`src/rtl/mem_access_pkg.sv`:
```
// LC3 memory-access stage shared types.
// Operation and state encodings plus default bus widths.
package lc3_mem_pkg;

  localparam int LC3_AW = 16;
  localparam int LC3_DW = 16;

  typedef enum logic [1:0] {
    READ      = 2'd0,
    READ_IND  = 2'd1,
    WRITE     = 2'd2,
    WRITE_IND = 2'd3
  } mem_op_t;

  typedef enum logic [2:0] {
    IDLE   = 3'd0,
    RD_PTR = 3'd1,
    RD     = 3'd2,
    WR     = 3'd3,
    DONE   = 3'd4
  } mem_state_t;

  // Indirect ops (LDI/STI) are the odd encodings.
  function automatic logic is_ind(mem_op_t op);
    return op[0];
  endfunction

endpackage

```
`src/rtl/mem_access_if.sv`:
```
// LC3 memory-access stage port bundle.
// Execute-side start, data-memory req/ack port and writeback result.
interface mem_access_if #(
  parameter int AW = 16,
  parameter int DW = 16
);

  logic          enable_mem;
  logic [1:0]    M_Control;
  logic [AW-1:0] M_addr;
  logic [DW-1:0] M_data;
  logic          dmem_req;
  logic          dmem_we;
  logic [AW-1:0] dmem_addr;
  logic [DW-1:0] dmem_wdata;
  logic          dmem_ack;
  logic [DW-1:0] dmem_rdata;
  logic [DW-1:0] memout;
  logic          busy;
  logic          mem_done;

  modport slave (
    input  enable_mem, M_Control, M_addr, M_data,
    input  dmem_ack, dmem_rdata,
    output dmem_req, dmem_we, dmem_addr, dmem_wdata,
    output memout, busy, mem_done
  );

  modport master (
    output enable_mem, M_Control, M_addr, M_data,
    output dmem_ack, dmem_rdata,
    input  dmem_req, dmem_we, dmem_addr, dmem_wdata,
    input  memout, busy, mem_done
  );

endinterface

```
`src/rtl/mem_access.sv`:
```
// LC3 memory-access stage: one data-memory transaction per op.
// Indirect ops read the pointer first, then access through it.
module mem_access
  import lc3_mem_pkg::*;
#(
  parameter int AW = LC3_AW,
  parameter int DW = LC3_DW
) (
  input  logic   clk,
  input  logic   rst,
  mem_access_if.slave bus
);

  mem_state_t    state_q, state_d;
  mem_op_t       op_q, op_d;
  logic [AW-1:0] addr_q, addr_d;
  logic [DW-1:0] data_q, data_d;
  logic [AW-1:0] ptr_q, ptr_d;
  logic [DW-1:0] memout_q, memout_d;
  logic [AW-1:0] tgt;

  // Next-state and datapath capture.
  always_comb begin
    state_d  = state_q;
    op_d     = op_q;
    addr_d   = addr_q;
    data_d   = data_q;
    ptr_d    = ptr_q;
    memout_d = memout_q;
    unique case (state_q)
      IDLE: begin
        if (bus.enable_mem) begin
          op_d   = mem_op_t'(bus.M_Control);
          addr_d = bus.M_addr;
          data_d = bus.M_data;
          unique case (mem_op_t'(bus.M_Control))
            READ:    state_d = RD;
            WRITE:   state_d = WR;
            default: state_d = RD_PTR;
          endcase
        end
      end
      RD_PTR: begin
        if (bus.dmem_ack) begin
          // Pointer width follows address width.
          ptr_d   = AW'(bus.dmem_rdata);
          state_d = (op_q == READ_IND) ? RD : WR;
        end
      end
      RD: begin
        if (bus.dmem_ack) begin
          memout_d = bus.dmem_rdata;
          state_d  = DONE;
        end
      end
      WR: begin
        if (bus.dmem_ack) state_d = DONE;
      end
      DONE:    state_d = IDLE;
      default: state_d = IDLE;
    endcase
  end

  // State and datapath registers; reset aborts any transaction.
  always_ff @(posedge clk or negedge rst) begin
    if (!rst) begin
      state_q  <= IDLE;
      op_q     <= READ;
      addr_q   <= '0;
      data_q   <= '0;
      ptr_q    <= '0;
      memout_q <= '0;
    end else begin
      state_q  <= state_d;
      op_q     <= op_d;
      addr_q   <= addr_d;
      data_q   <= data_d;
      ptr_q    <= ptr_d;
      memout_q <= memout_d;
    end
  end

  assign tgt = is_ind(op_q) ? ptr_q : addr_q;

  // Moore output decode from state and registers only.
  always_comb begin
    bus.dmem_req   = 1'b0;
    bus.dmem_we    = 1'b0;
    bus.dmem_addr  = '0;
    bus.dmem_wdata = '0;
    bus.mem_done   = 1'b0;
    unique case (state_q)
      RD_PTR: begin
        bus.dmem_req  = 1'b1;
        bus.dmem_addr = addr_q;
      end
      RD: begin
        bus.dmem_req  = 1'b1;
        bus.dmem_addr = tgt;
      end
      WR: begin
        bus.dmem_req   = 1'b1;
        bus.dmem_we    = 1'b1;
        bus.dmem_addr  = tgt;
        bus.dmem_wdata = data_q;
      end
      DONE:    bus.mem_done = 1'b1;
      default: ;
    endcase
  end

  assign bus.busy   = (state_q != IDLE);
  assign bus.memout = memout_q;

endmodule
```
`src/flat_wrapper.sv`:
```
// flat-port wrapper written by rule: the top's interface ports become plain ports
module mem_access_flat import lc3_mem_pkg::*;
#(
  parameter int AW = LC3_AW,
  parameter int DW = LC3_DW
)
  (clk, rst, bus_enable_mem, bus_M_Control, bus_M_addr, bus_M_data, bus_dmem_ack, bus_dmem_rdata, bus_dmem_req, bus_dmem_we, bus_dmem_addr, bus_dmem_wdata, bus_memout, bus_busy, bus_mem_done);
  mem_access_if #(.AW(AW), .DW(DW)) bus_i ();
  input  logic clk;
  input  logic rst;
  input wire logic [$bits(bus_i.enable_mem)-1:0] bus_enable_mem;
  input wire logic [$bits(bus_i.M_Control)-1:0] bus_M_Control;
  input wire logic [$bits(bus_i.M_addr)-1:0] bus_M_addr;
  input wire logic [$bits(bus_i.M_data)-1:0] bus_M_data;
  input wire logic [$bits(bus_i.dmem_ack)-1:0] bus_dmem_ack;
  input wire logic [$bits(bus_i.dmem_rdata)-1:0] bus_dmem_rdata;
  output wire logic [$bits(bus_i.dmem_req)-1:0] bus_dmem_req;
  output wire logic [$bits(bus_i.dmem_we)-1:0] bus_dmem_we;
  output wire logic [$bits(bus_i.dmem_addr)-1:0] bus_dmem_addr;
  output wire logic [$bits(bus_i.dmem_wdata)-1:0] bus_dmem_wdata;
  output wire logic [$bits(bus_i.memout)-1:0] bus_memout;
  output wire logic [$bits(bus_i.busy)-1:0] bus_busy;
  output wire logic [$bits(bus_i.mem_done)-1:0] bus_mem_done;
  assign bus_i.enable_mem = bus_enable_mem;
  assign bus_i.M_Control = bus_M_Control;
  assign bus_i.M_addr = bus_M_addr;
  assign bus_i.M_data = bus_M_data;
  assign bus_i.dmem_ack = bus_dmem_ack;
  assign bus_i.dmem_rdata = bus_dmem_rdata;
  assign bus_dmem_req = bus_i.dmem_req;
  assign bus_dmem_we = bus_i.dmem_we;
  assign bus_dmem_addr = bus_i.dmem_addr;
  assign bus_dmem_wdata = bus_i.dmem_wdata;
  assign bus_memout = bus_i.memout;
  assign bus_busy = bus_i.busy;
  assign bus_mem_done = bus_i.mem_done;
  mem_access #(.AW(AW), .DW(DW)) u_core (.clk(clk), .rst(rst), .bus(bus_i));
endmodule
```
`config.mk`:
```
export PLATFORM = sky130hd
export DESIGN_NAME = mem_access_flat
export DESIGN_NICKNAME = d
export VERILOG_FILES = /design/src/rtl/mem_access_pkg.sv /design/src/rtl/mem_access_if.sv /design/src/rtl/mem_access.sv /design/src/flat_wrapper.sv
export SDC_FILE = /design/constraint.sdc
export NUM_CORES = 1
export LEC_CHECK = 0
export BUFFER_PORTS_ARGS = -buffer_cell sky130_fd_sc_hd__buf_2
export CAP_MARGIN = 20
export CORE_MARGIN = 3
export CORE_UTILIZATION = 35
export DETAILED_ROUTE_END_ITERATION = 10
export SLEW_MARGIN = 20
export SYNTH_ARGS = -nofsm -noshare
export SYNTH_HDL_FRONTEND = slang
export SYNTH_SLANG_ARGS = --single-unit
```
`constraint.sdc`:
```
create_clock -name clk -period 1.6 [get_ports clk]
set_input_delay 0.08 -clock clk [delete_from_list [all_inputs] [get_ports clk]]
set_output_delay 0.08 -clock clk [all_outputs]
set_load 0.005 [all_outputs]
```
==> results.rst, run 1 <==
.. list-table::
   :header-rows: 1

   * - Metric
     - Value
   * - Dominant cell type by count on the critical path
     - sky130_fd_sc_hd__buf_12
   * - Switching power
     - 0.002977 W
   * - Maximum net fanout on the critical path
     - 8
   * - Startpoint of the worst-slack reg-to-reg timing path
     - u_core.state_q[1]
   * - Cell area after placement
     - 0.003918 mm2
   * - Max IR drop VDD
     - 885.4 uV
   * - Internal power
     - 0.006773 W
   * - Number of cells on the worst hold path
     - 2
   * - Post-layout instance count excluding filler cells
     - 515
   * - Setup repair after global routing missed its margin
     - true
   * - Slack of the critical path
     - -179.1 ps
   * - Cell count after placement
     - 422
   * - GR Layer Usage met3
     - 5.785%
   * - Initial DRC count
     - 67
   * - Max Buffers Root-to-Sink
     - 2
   * - Worst slew margin relative to its limit
     - 73.63%
   * - Overall routed net length
     - 8.824 mm
   * - Element type at the critical path end
     - output port
   * - Clock latency at the later pin of the worst-skew pair
     - 340 ps
   * - Maximum number of pins on one net before global-route repair
     - 70
   * - Total via count in the routed design
     - 2417
   * - Finish-stage setup viols
     - 99
   * - Overall power of the completed layout
     - 0.009750 W
   * - Detailed-route wire length per cell
     - 17.13 um
   * - Transition time of the tightest slew-check pin
     - 395.6 ps
   * - Worst Skew
     - 8.527 ps
   * - Number of warnings issued by yosys
     - 0
   * - Placeable core area
     - 0.008806 mm2
   * - Violated checks
     - negative setup slack
   * - CTS root buf
     - sky130_fd_sc_hd__clkbuf_8
   * - Leakage power of the design
     - 2.589 nW
   * - Switching Share
     - 30.53%
   * - Count of final max-slew check failures
     - 0
   * - Sink Count
     - 69
   * - Initial antenna violation count
     - 0
   * - Area taken by flip-flops and latches
     - 0.001729 mm2
   * - Non-Filler Cell Area, Final
     - 0.005192 mm2
   * - Post-detailed-placement half-perimeter wirelength
     - 5.130 mm
   * - Start point of the worst min-delay path
     - bus_M_Control[0]
   * - Type of the setup path with the least slack
     - reg2out
   * - H-tree levels
     - 3
   * - Total power density per cell area
     - 1878 mW/mm2
   * - Buf/Inv on CP
     - 4
   * - Antenna cell count
     - 0
   * - Number of placed I/O pins
     - 106
   * - Via count of the first global-routing pass
     - 2623
   * - Peak Freq
     - 562.1 MHz
   * - Part of the power in registers
     - 32.7%
   * - Clock input transition at the sequential cells of the worst setup and hold paths
     - 70 ps
   * - MaxCap Viol Count
     - 0
   * - Met2 capacity usage during global routing
     - 27.92%
   * - Final Critical Period
     - 1779 ps
   * - Status
     - finished, violations left
   * - Power share of the clock group
     - 14.7%
   * - Post-synthesis net count
     - 259
   * - Die boundary height
     - 101.6 um
   * - Total GRT Usage
     - 17.13%
   * - Placement-stage worst setup slack
     - -145.0 ps
   * - Worst path required time
     - 1520 ps
   * - Largest stage delay on the critical path
     - 450 ps
   * - Class of the worst hold path
     - in2reg
   * - Die Width
     - 101.6 um
   * - GR Util met1
     - 22.04%
   * - CTS tree
     - done
   * - Vias per std cell
     - 4.693
   * - DRC errors left
     - 0
   * - First-pass detailed-route iteration total
     - 4
   * - Global-route wire length before repair
     - 13.54 mm
   * - Ratio of cells with drive above 1 in the final layout
     - 61.67%
   * - Fraction of the core area covered by cells at the end of the flow
     - 58.97%
   * - Final layout net count
     - 456
   * - RePlAce Congestion
     - 0.7146
   * - Avg Cell Area, Syn
     - 15.61 um2
   * - Starting density of the core
     - 36.35%
   * - Count of endpoints failing hold in the final timing report
     - 0
   * - Number of unique standard cell types used by synthesis
     - 29
   * - Cell family with most CP delay
     - buffers and inverters
   * - Most congested layer reported by global routing
     - met2
   * - Total clock buffers created by CTS
     - 9
   * - Layout Area Growth over Synthesis
     - 62.24%
   * - Total die area
     - 0.01033 mm2
   * - End of the worst register-to-register path
     - u_core.data_q[11]
   * - Flop-to-flop setup slack
     - -170 ps
   * - Number of synthesized register bits
     - 69
   * - Mapped Cells
     - 205
   * - Crit path max-delay cell type
     - sky130_fd_sc_hd__dfrtp_2
   * - Number of cell rows
     - 34
   * - Combinational group share of total power
     - 52.7%
   * - Area of combinational cells with multiple inputs
     - 0.001446 mm2
   * - Overflow after GRT
     - 0
   * - Share of the cycle needed by the critical path after routing
     - 111.2%
   * - Endpoint of the worst hold-timing path
     - u_core.op_q[0]
   * - Remaining antenna violation count after routing
     - 0
   * - Sequential element share of the synthesized area
     - 53.95%
   * - Cell Chain, Critical Path
     - buf_6 -> nor2_4 -> a211oi_4 -> buf_12 -> buf_12 -> a22o_1 -> buf_2
   * - Setup crit start kind
     - flop
   * - R2r worst-path depth
     - 6
   * - Number of fillers in the final layout
     - 677
   * - Syn Std Cell Area
     - 0.003201 mm2
   * - Count of port buffers added during placement
     - 105
   * - Arrival time at the worst endpoint
     - 1700 ps
state kept, by name, indices dropped and copies added (netlist names):
name,count
u_core.ptr_q,16
u_core.bus.memout,16
u_core.data_q,16
u_core.addr_q,16
u_core.op_q,2
u_core.state_q,3
cell families (layout without fill, tap and decap cells):
group | after synthesis | after routing | share of synthesized area, %
multiplexers | 66 | 66 | 27.91
AND/OR/NAND/NOR | 32 | 32 | 7.506
buffers and inverters | 17 | 219 | 4.886
flip-flops | 69 | 69 | 53.95
AO/OA/AOI/OAI | 21 | 21 | 5.746
synthesized netlist by cell type (all sizes together):
master,instances,area [um2]
buf,11,133.9
and2,4,25.03
a22o,16,140.1
o211a,1,10.01
o21ai,1,5.000
nor2,4,31.28
mux2,66,893.4
dfrtp,69,1727
nor3b,1,7.510
or3,1,11.26
and3,17,111.4
nor2b,1,13.76
nand2,1,3.750
clkbuf,4,15.01
nand3,1,5.000
nand3b,1,7.510
a211oi,2,20.02
a221oi,1,8.760
nor4b,1,23.77
inv,2,7.500
worst max path at each step:
stage | startpoint | endpoint | cells after the start
final | u_core.state_q[1] | bus_dmem_addr[6] | 7
after global routing | u_core.state_q[1] | bus_dmem_addr[6] | 7
after CTS | u_core.state_q[1] | u_core.data_q[11] | 6
after detailed placement | u_core.state_q[1] | bus_dmem_addr[6] | 5
after global placement | u_core.state_q[1] | u_core.data_q[11] | 4
after floorplan | u_core.state_q[1] | u_core.addr_q[10] | 5
placed cells by master (no fill, tap or decap), drive strengths merged, types with 4 or more instances in the layout:
master       count
clkbuf          12
nor2             4
dfrtp           69
and2             4
clkinv           5
a22o            16
buf            149
dlygate4sd3     50
mux2            66
and3            17
per-stage QoR:
stage | TNS, ps | hold WS (ps)
final | -9844 | 31.81
after global routing | -15200 | 14.36
after CTS | -8750 | 10.08
after detailed placement | -4113 | 142.0
after global placement | -1041 | 141.6
after floorplan | -1820 | -215.6
metal layers:
| layer | up-vias | wire length, um |
|---|---|---|
| li1 | 1134 | - |
| met1 | 1184 | 3965 |
| met2 | 89 | 4168 |
| met3 | 10 | 566 |
| met4 | 0 | 124 |
| met5 | - | 0 |
area by class of cell:
cell class | instances | area share (%)
inverter | 2 | 0.1446
clock inverter | 6 | 1.205
sequential | 69 | 33.30
tap | 108 | 2.602
clock buffer | 10 | 2.651
timing repair buffer | 201 | 32.24
multi-input combinational | 119 | 27.86
power by group through the flow:
| stage | Clock, W | Combinational [W] | Sequential, W |
|---|---|---|---|
| 2_1_floorplan | 0 | 0.00252 | 0.00303 |
| 3_3_place_gp | 0 | 0.00365 | 0.00312 |
| 3_5_place_dp | 0 | 0.00371 | 0.00315 |
| 4_1_cts | 0.00149 | 0.00482 | 0.00316 |
| 5_1_grt | 0.00156 | 0.00547 | 0.00329 |
| 6_report | 0.00143 | 0.00514 | 0.00318 |
what timing repair did:
action	in CTS	in global routing
hold endpoints to repair	134	0
gates resized for setup	48	21
hold buffers	50	0
setup endpoints to repair	99	89
gates cloned	3	2
pin swaps	22	4
setup buffers	20	5
No activity file was read; power rests on OpenSTA's default activity.
==> run 2: changes to the inputs <==
--- a/config.mk
+++ b/config.mk
@@ -8,8 +8,10 @@
 export BUFFER_PORTS_ARGS = -buffer_cell sky130_fd_sc_hd__buf_2
 export CAP_MARGIN = 20
 export CORE_MARGIN = 3
-export CORE_UTILIZATION = 35
+export CORE_UTILIZATION = 47
+export CTS_BUF_LIST = sky130_fd_sc_hd__clkbuf_4 sky130_fd_sc_hd__clkbuf_8
 export DETAILED_ROUTE_END_ITERATION = 10
+export PLACE_DENSITY = 0.78
 export SLEW_MARGIN = 20
 export SYNTH_ARGS = -nofsm -noshare
 export SYNTH_HDL_FRONTEND = slang
==> run 2 against run 1 <==
Effect of this change: the flow still finishes with violations (negative setup slack); flip-flop and latch count is the same; worst hold slack got worse by 21 ps; die area fell by 24%; sequential share of layout area grew 1.2 points; global-route usage increased by 4.6 points; utilization grew 19 points; critical path depth fell by 2; via count increased by 1.9%; fmax up 2.7%; critical path type is now reg2reg; critical endpoint is now u_core.data_q[5]; largest power group unchanged.
==> results.rst, run 2 (synthesis results as in run 1) <==
.. list-table::
   :header-rows: 1

   * - Metric
     - Value
   * - Initial DRC count
     - 46 (was 67)
   * - Layout Area Growth over Synthesis
     - 56.65% (was 62.24%)
   * - Total via count in the routed design
     - 2462 (was 2417)
   * - Number of cells on the worst hold path
     - 2 (unchanged)
   * - Total power density per cell area
     - 1835 mW/mm2 (was 1878 mW/mm2)
   * - First-pass detailed-route iteration total
     - 4 (unchanged)
   * - Peak Freq
     - 577.2 MHz (was 562.1 MHz)
   * - Placeable core area
     - 0.006459 mm2 (was 0.008806 mm2)
   * - Fraction of the core area covered by cells at the end of the flow
     - 77.63% (was 58.97%)
   * - Initial antenna violation count
     - 0 (unchanged)
   * - Total GRT Usage
     - 21.76% (was 17.13%)
   * - Start point of the worst min-delay path
     - bus_M_addr[0] (was bus_M_Control[0])
   * - Ratio of cells with drive above 1 in the final layout
     - 61.46% (was 61.67%)
   * - Commonest non-fill, non-tap cells in the layout
     - sky130_fd_sc_hd__buf_2 (97), sky130_fd_sc_hd__dfrtp_1 (67), sky130_fd_sc_hd__mux2_4 (51) (was sky130_fd_sc_hd__buf_2 (98), sky130_fd_sc_hd__dfrtp_1 (67), sky130_fd_sc_hd__mux2_4 (61))
   * - Remaining antenna violation count after routing
     - 0 (unchanged)
   * - Worst slew margin relative to its limit
     - 83.93% (was 73.63%)
   * - CTS tree
     - done (unchanged)
   * - Leakage power of the design
     - 2.489 nW (was 2.589 nW)
   * - Element type at the critical path end
     - flop (was output port)
   * - Total clock buffers created by CTS
     - 9 (unchanged)
   * - Post-layout instance count excluding filler cells
     - 474 (was 515)
   * - Total die area
     - 0.007836 mm2 (was 0.01033 mm2)
   * - Status
     - finished, violations left (unchanged)
   * - Share of the cycle needed by the critical path after routing
     - 108.3% (was 111.2%)
   * - Global-route wire length before repair
     - 12.68 mm (was 13.54 mm)
   * - Most common cell after layout, fill and taps aside
     - sky130_fd_sc_hd__buf_2 (unchanged)
   * - Arrival time at the worst endpoint
     - 1950 ps (was 1700 ps)
   * - Setup crit start kind
     - flop (unchanged)
   * - R2r worst-path depth
     - 5 (was 6)
   * - Class of the worst hold path
     - in2reg (unchanged)
   * - Overflow after GRT
     - 0 (unchanged)
   * - Sink Count
     - 69 (unchanged)
   * - Max IR drop VDD
     - 1061 uV (was 885.4 uV)
   * - Die boundary height
     - 88.52 um (was 101.6 um)
   * - Die Width
     - 88.52 um (was 101.6 um)
   * - H-tree levels
     - 3 (unchanged)
   * - Type of the setup path with the least slack
     - reg2reg (was reg2out)
   * - Max Buffers Root-to-Sink
     - 2 (unchanged)
   * - Finish-stage setup viols
     - 83 (was 99)
   * - CTS root buf
     - sky130_fd_sc_hd__clkbuf_8 (unchanged)
   * - Slack of the critical path
     - -132.6 ps (was -179.1 ps)
   * - Count of port buffers added during placement
     - 105 (unchanged)
   * - Number of cell rows
     - 29 (was 34)
   * - Number of fillers in the final layout
     - 383 (was 677)
   * - Startpoint of the worst-slack reg-to-reg timing path
     - u_core.state_q[2] (was u_core.state_q[1])
   * - Worst path required time
     - 1810 ps (was 1520 ps)
   * - Post-detailed-placement half-perimeter wirelength
     - 4.958 mm (was 5.130 mm)
   * - Violated checks
     - negative setup slack (unchanged)
   * - Count of final max-slew check failures
     - 0 (unchanged)
   * - Cell count after placement
     - 387 (was 422)
   * - Transition time of the tightest slew-check pin
     - 241.0 ps (was 395.6 ps)
   * - Detailed-route wire length per cell
     - 19.07 um (was 17.13 um)
   * - MaxCap Viol Count
     - 0 (unchanged)
   * - Area taken by flip-flops and latches
     - 0.001729 mm2 (unchanged)
   * - RePlAce Congestion
     - 0.7674 (was 0.7146)
   * - End of the worst register-to-register path
     - u_core.data_q[5] (was u_core.data_q[11])
   * - Starting density of the core
     - 49.55% (was 36.35%)
   * - Via count of the first global-routing pass
     - 2573 (was 2623)
   * - Final Critical Period
     - 1733 ps (was 1779 ps)
   * - Vias per std cell
     - 5.194 (was 4.693)
   * - Worst Skew
     - 12.28 ps (was 8.527 ps)
   * - Antenna cell count
     - 0 (unchanged)
   * - Area of combinational cells with multiple inputs
     - 0.001409 mm2 (was 0.001446 mm2)
   * - Final layout net count
     - 446 (was 456)
   * - Clock input transition at the sequential cells of the worst setup and hold paths
     - 70 ps (about the same)
   * - Flop-to-flop setup slack
     - -130 ps (was -170 ps)
   * - Setup repair after global routing missed its margin
     - true (unchanged)
   * - Count of endpoints failing hold in the final timing report
     - 0 (unchanged)
   * - DRC errors left
     - 0 (unchanged)
   * - Number of placed I/O pins
     - 106 (unchanged)
   * - Clock latency at the later pin of the worst-skew pair
     - 340 ps (about the same)
   * - Overall routed net length
     - 9.038 mm (was 8.824 mm)
   * - Maximum number of pins on one net before global-route repair
     - 46 (was 70)
   * - Endpoint of the worst hold-timing path
     - u_core.addr_q[0] (was u_core.op_q[0])
   * - Maximum net fanout on the critical path
     - 5 (was 8)
==> run 2: cell count changes in the layout (fill, tap and decap cells not counted), sizes merged <==
| cell | previous run | this run |
|---|---|---|
| buf | 149 | 141 |
| clkinv | 5 | 2 |
| inv | 2 | 3 |
| bufinv | 1 | 0 |
| dlygate4sd3 | 50 | 48 |
| clkbuf | 12 | 13 |
| clkinvlp | 0 | 2 |
==> run 2: critical path, cell delays in order, from the launching register on <==
cell and delay (ps):
sky130_fd_sc_hd__dfrtp_2 440, sky130_fd_sc_hd__or3_4 430, sky130_fd_sc_hd__nor2_8 180, sky130_fd_sc_hd__buf_12 150, sky130_fd_sc_hd__buf_12 120, sky130_fd_sc_hd__mux2_4 300
==> run 2: stage by stage <==
stage	cell area (um2)	setup TNS (ps)	hold slack, ps	power (W)	setup WS [ps]
floorplan	3201	-1820	-215.6	0.005548	-60.65
global placement	3836	-9049	86.35	0.006571	-387.3
detailed placement	3836	-11030	80.07	0.006677	-455.9
CTS	4807	-4490	2.110	0.008785	-121.5
global route	5014	-9546	8.163	0.009654	-184.6
finish	5014	-5404	11.26	0.009202	-132.6
==> run 2: metal layers <==
| layer | global-route usage (%) | part of all wire [%] | vias up |
|---|---|---|---|
| met5 | 0 | 0 | - |
| met4 | 8.104 | 0.93 | 0 |
| met3 | 4.562 | 5.1 | 9 |
| met2 | 37.93 | 52 | 86 |
| met1 | 26.61 | 42 | 1249 |
| li1 | - | - | 1118 |
==> run 2: worst max path at each step <==
stage	to	slack (ps)	from
6_report	u_core.data_q[5]	-130	u_core.state_q[2]
5_1_grt	bus_dmem_addr[13]	-180	u_core.state_q[1]
4_1_cts	u_core.data_q[14]	-120	u_core.state_q[2]
3_5_place_dp	bus_dmem_addr[1]	-460	u_core.state_q[1]
3_3_place_gp	bus_dmem_addr[1]	-390	u_core.state_q[1]
2_1_floorplan	u_core.addr_q[10]	-60	u_core.state_q[1]
==> run 2: repair_timing <==
| action | in CTS | in global routing |
|---|---|---|
| endpoints found under the setup margin | 82 | 84 |
| hold buffers | 48 | 0 |
| setup buffers | 14 | 3 |
| endpoints found under the hold margin | 130 | 0 |
| resized for setup | 25 | 37 |
| gates cloned | 4 | 4 |
| pin swaps | 5 | 8 |
==> run 2: area by class of cell <==
| cell class | count | share of cell area, % |
|---|---|---|
| clock buffer | 11 | 3.020 |
| clock inverter | 5 | 0.6738 |
| inverter | 2 | 0.1997 |
| sequential | 69 | 34.49 |
| tap | 77 | 1.922 |
| timing repair buffer | 191 | 31.59 |
| multi-input combinational | 119 | 28.10 |
==> run 2: report_power, final <==
part | total [W] | switching (W) | internal [W]
logic | 0.00464 | 0.00165 | 0.00299
clock network | 0.00132 | 0.000673 | 0.000647
registers | 0.00324 | 0.000599 | 0.00264
total | 0.00920 | 0.00293 | 0.00627
